**src/rtl/keypad_interrupt_capture.sv**
```systemverilog
// Keypad front end: two-flop synchroniser, per-key debounce, sticky press events with
// masked software clear, overrun flags and a registered any-interrupt summary.
module keypad_interrupt_capture #(
   parameter int NUM_KEYS        = 20,
   parameter int DEBOUNCE_CYCLES = 16,
   parameter int CNT_W           = 5
) (
   input  logic                clk,
   input  logic                reset_n,
   input  logic [NUM_KEYS-1:0] key_raw,
   input  logic                clr_valid,
   input  logic [NUM_KEYS-1:0] clr_mask,
   output logic [NUM_KEYS-1:0] interrupt,
   output logic [NUM_KEYS-1:0] key_level,
   output logic [NUM_KEYS-1:0] overrun,
   output logic                irq_any
);

   localparam logic [CNT_W-1:0] CNT_MAX = CNT_W'(DEBOUNCE_CYCLES - 1);

   logic [NUM_KEYS-1:0] s1_q, s1_d;
   logic [NUM_KEYS-1:0] s2_q, s2_d;
   logic [NUM_KEYS-1:0] stable_q, stable_d;
   logic [NUM_KEYS-1:0] interrupt_q, interrupt_d;
   logic [NUM_KEYS-1:0] overrun_q, overrun_d;
   logic                irq_any_q, irq_any_d;
   logic [CNT_W-1:0]    cnt_q [NUM_KEYS];
   logic [CNT_W-1:0]    cnt_d [NUM_KEYS];
   logic [NUM_KEYS-1:0] press;
   logic [NUM_KEYS-1:0] clr_hit;

   always_comb begin
      s1_d     = key_raw;
      s2_d     = s1_q;
      stable_d = stable_q;
      press    = '0;
      for (int i = 0; i < NUM_KEYS; i++) begin
         // Any cycle agreeing with the accepted level restarts the count.
         cnt_d[i] = '0;
         if (s2_q[i] != stable_q[i]) begin
            if (cnt_q[i] == CNT_MAX) begin
               stable_d[i] = s2_q[i];
               press[i]    = s2_q[i];
            end else begin
               cnt_d[i] = cnt_q[i] + 1'b1;
            end
         end
      end
   end

   always_comb begin
      clr_hit     = clr_valid ? clr_mask : '0;
      interrupt_d = interrupt_q;
      overrun_d   = overrun_q;
      for (int i = 0; i < NUM_KEYS; i++) begin
         // A press beats a clear; a clear on the same edge consumes the old event.
         if (press[i]) begin
            interrupt_d[i] = 1'b1;
            if (interrupt_q[i] && !clr_hit[i]) begin
               overrun_d[i] = 1'b1;
            end
         end else if (clr_hit[i]) begin
            interrupt_d[i] = 1'b0;
            overrun_d[i]   = 1'b0;
         end
      end
      irq_any_d = |interrupt_q;
   end

   always_ff @(posedge clk or negedge reset_n) begin
      if (!reset_n) begin
         s1_q        <= '0;
         s2_q        <= '0;
         stable_q    <= '0;
         interrupt_q <= '0;
         overrun_q   <= '0;
         irq_any_q   <= 1'b0;
         for (int i = 0; i < NUM_KEYS; i++) begin
            cnt_q[i] <= '0;
         end
      end else begin
         s1_q        <= s1_d;
         s2_q        <= s2_d;
         stable_q    <= stable_d;
         interrupt_q <= interrupt_d;
         overrun_q   <= overrun_d;
         irq_any_q   <= irq_any_d;
         for (int i = 0; i < NUM_KEYS; i++) begin
            cnt_q[i] <= cnt_d[i];
         end
      end
   end

   assign interrupt = interrupt_q;
   assign key_level = stable_q;
   assign overrun   = overrun_q;
   assign irq_any   = irq_any_q;

endmodule

```
**config.mk**
```make
export PLATFORM = sky130hd
export DESIGN_NAME = keypad_interrupt_capture
export DESIGN_NICKNAME = d
export VERILOG_FILES = /design/src/rtl/keypad_interrupt_capture.sv
export SDC_FILE = /design/constraint.sdc
export NUM_CORES = 1
export LEC_CHECK = 0
export ABC_AREA = 1
export CELL_PAD_IN_SITES_DETAIL_PLACEMENT = 0
export CELL_PAD_IN_SITES_GLOBAL_PLACEMENT = 1
export CORE_ASPECT_RATIO = 0.75
export CORE_MARGIN = 5
export CORE_UTILIZATION = 42
export DETAILED_ROUTE_END_ITERATION = 12
export GPL_TIMING_DRIVEN = 0
export PLACE_DENSITY_LB_ADDON = 0.1
export SETUP_SLACK_MARGIN = 0.1
export SKIP_LAST_GASP = 1
export SLEW_MARGIN = 10
export SYNTH_ARGS = -nofsm -noshare
export SYNTH_HDL_FRONTEND = slang
export SYNTH_SLANG_ARGS = --single-unit
```
**constraint.sdc**
```tcl
create_clock -name clk -period 1.35 [get_ports clk]
set_input_delay 0.135 -clock clk [delete_from_list [all_inputs] [get_ports clk]]
set_output_delay 0.135 -clock clk [all_outputs]
set_load 0.01 [all_outputs]
```
==> summary.txt <==
Detail Placement HPWL: 11100 microns
Die Footprint: 22000 sq um
Failing checks: negative hold slack
P per Cell Area: 1200 nW/um^2
Vias per std cell: 4.64
Area of the multi-input gates: 2830 sq um
Slowest cell on crit path: dfrtp_1
# setup viols final: 0
Initial core utilization: 0.431
WP data required: 1.22 ns
Power Total: 12.4 mW
Initial antenna violation count: 0
Routed WL per cell: 12.8 microns
Largest net degree at the start of global routing: 106
Top delay family on crit path: flip-flops
Tot GR Track Use: 0.151
DRC Markers: 0
Core ar.: 18700 sq um
Area delta synth->final: 28.3%
Final critical-path required period: 1.20 ns
CTS Buf Count: 21
Die height: 130 microns
RSZ-0062 raised after global routing: yes
Clock Path Buffers: 3
Row count: 43
H-tree depth: 1
Yosys cell types: 18
Maximum clock rate: 833 MHz
# diodes: 0
Critical Path End Type: output port
Worst vdd ir: 0.000690 V
Die boundary width: 170 microns
Sequential area share after synthesis: 0.626
Reg clk slew, reported paths: 0.06 ns
Fin Hold WS: -0.353 ns
Yosys warning count: 0
I/O Pins: 104
Final hold viol count: 96
Clock sinks: 201
Worst hold-check path type: primary input to async pin
First drt pass iteration count: 4
Max-cap violations: 0
Clock insertion delay at the later pin of the skew report: 0.48 ns
Cells along the critical path: clkdlybuf4s15_2
Post-route clock skew: 0.00878 ns
Final worst-path cycle share: 0.890
Fin util: 0.552
Dpl ws: 0.0887 ns
Slew headroom: 0.502
GRT Residual Overflow: 0
Syn Std Cell Area: 8040 sq um
Final instance area: 10300 sq um
Fill count: 1697
Fin Setup TNS: 0 ns
DR vias: 5893
RD Place Congestion: 0.749
CP max FO: 2
Mapped Cells: 831
Critical setup path kind: flip-flop to output port
Worst Path Buf+Inv: 1
Clock root buffer: clkbuf_16
DP Cell Count: 1181
Fin worst setup slack: 0.149 ns
Share of cells above drive strength 1: 0.224
Final ANT Viol Nets: 0
CP max stage delay: 0.37 ns
Worst slew pin tran: 0.748 ns
Status: complete, but fails checks
P_leak: 5.04 nW
Fin nets: 1076
Placed cell area: 9400 sq um
Register area: 5030 sq um
WP data arrival: 1.07 ns
Post-Syn Area per Cell: 9.68 sq um
Net Count, Synth: 894
Iteration-0 DRC Markers: 259
Count of state elements after synthesis: 201
Vias in the first global route: 6087
First-pass GRT wire length: 27800 microns
Input/output buffers: 102
Final wirelength: 16300 microns
Pins over their slew limit: 0
Non-Filler Instances: 1271
Worst setup SP type: flip-flop
CTS tree: yes
## logic make-up (layout without fill, tap and decap cells)
kind of cell,Yosys count,after routing,synth area share
and+or+nand+nor,429,429,0.232
adders and majority gates,20,20,0.0311
DFF,201,201,0.626
xor gates and xnor gates,20,20,0.0218
buffers and inverters,89,282,0.0422
AOI/OAI and AO/OA,72,72,0.0472
## cell usage after synthesis
library cell | count | area [sq um]
nor3b_2 | 5 | 62.6
dfrtp_1 | 201 | 5030
nor2_2 | 28 | 175
nor3_1 | 24 | 120
buf_4 | 1 | 7.51
nor2_1 | 143 | 537
nand2_1 | 170 | 638
o21ai_1 | 5 | 25.0
o21ai_0 | 30 | 150
nor3b_1 | 15 | 113
buf_2 | 1 | 5.00
a21oi_1 | 32 | 160
inv_1 | 87 | 327
o21ai_2 | 5 | 43.8
xor2_1 | 20 | 175
ha_1 | 20 | 250
or2_2 | 1 | 6.26
nand3_1 | 43 | 215
## registers in the layout (all words and copies together) (netlist names)
signal / count
cnt_q: 100
interrupt: 20
irq_any: 1
key_level: 20
overrun: 20
s1_q: 20
s2_q: 20
## placed cells by master, fill, tap and decap left out, drive strengths merged
cell type / count
clkinv: 1
buf: 110
or2: 1
xor2: 20
nor2: 171
ha: 20
a21oi: 32
clkdlybuf4s50: 40
bufinv: 1
nor3: 24
o21ai: 40
nand2: 170
clkinvlp: 1
clkdlybuf4s15: 1
clkbuf: 41
inv: 87
dfrtp: 201
nand3: 43
nor3b: 20
## area by class of cell
type	instances	share of cell area
Inverter	87	0.0317
Clock buffer	31	0.0565
Clock inverter	3	0.00413
Sequential cell	201	0.488
Tap cell	247	0.0300
Buffer	2	0.00121
Timing Repair Buffer	159	0.114
Multi-Input combinational cell	541	0.274
## where the power goes
part | switching, mW | internal, mW | leakage [nW] | total, mW
Clock | 2.20 | 3.16 | 0.301 | 5.36
Combinational | 0.399 | 0.290 | 2.08 | 0.689
Sequential | 0.126 | 6.23 | 2.66 | 6.36
## layer usage
metal  vias up  global-route usage  routed length (microns)
met5         -                   0                        0
met4         0              0.0322                      235
met3        17              0.0360                      798
met2        92               0.256                     7700
met1      2785               0.202                     7600
li1       2999                   -                        -
## timing repair
item / CTS / global route
setup buffers: 50 / 6
gates resized for setup: 216 / 81
pin swaps: 0 / 2
setup endpoints to repair: 65 / 90
hold endpoints to repair: 96 / 96
## worst paths after layout
kind / startpoint / end / slack, ns / depth (start not counted)
hold / removal: reset_n / cnt_q[18] / -0.35 / 1
setup reg to reg: key_level[9] / overrun[9] / 0.15 / 5
min in group clk: clr_valid / overrun[8] / 0.07 / 4
max in group asynchronous: reset_n / cnt_q[99] / 0.72 / 2
hold reg to reg: s1_q[13] / s2_q[13] / 0.35 / 0
setup / recovery: overrun[0] / overrun[0] / 0.15 / 1
Note: power is estimated with default switching activity, not from simulation.
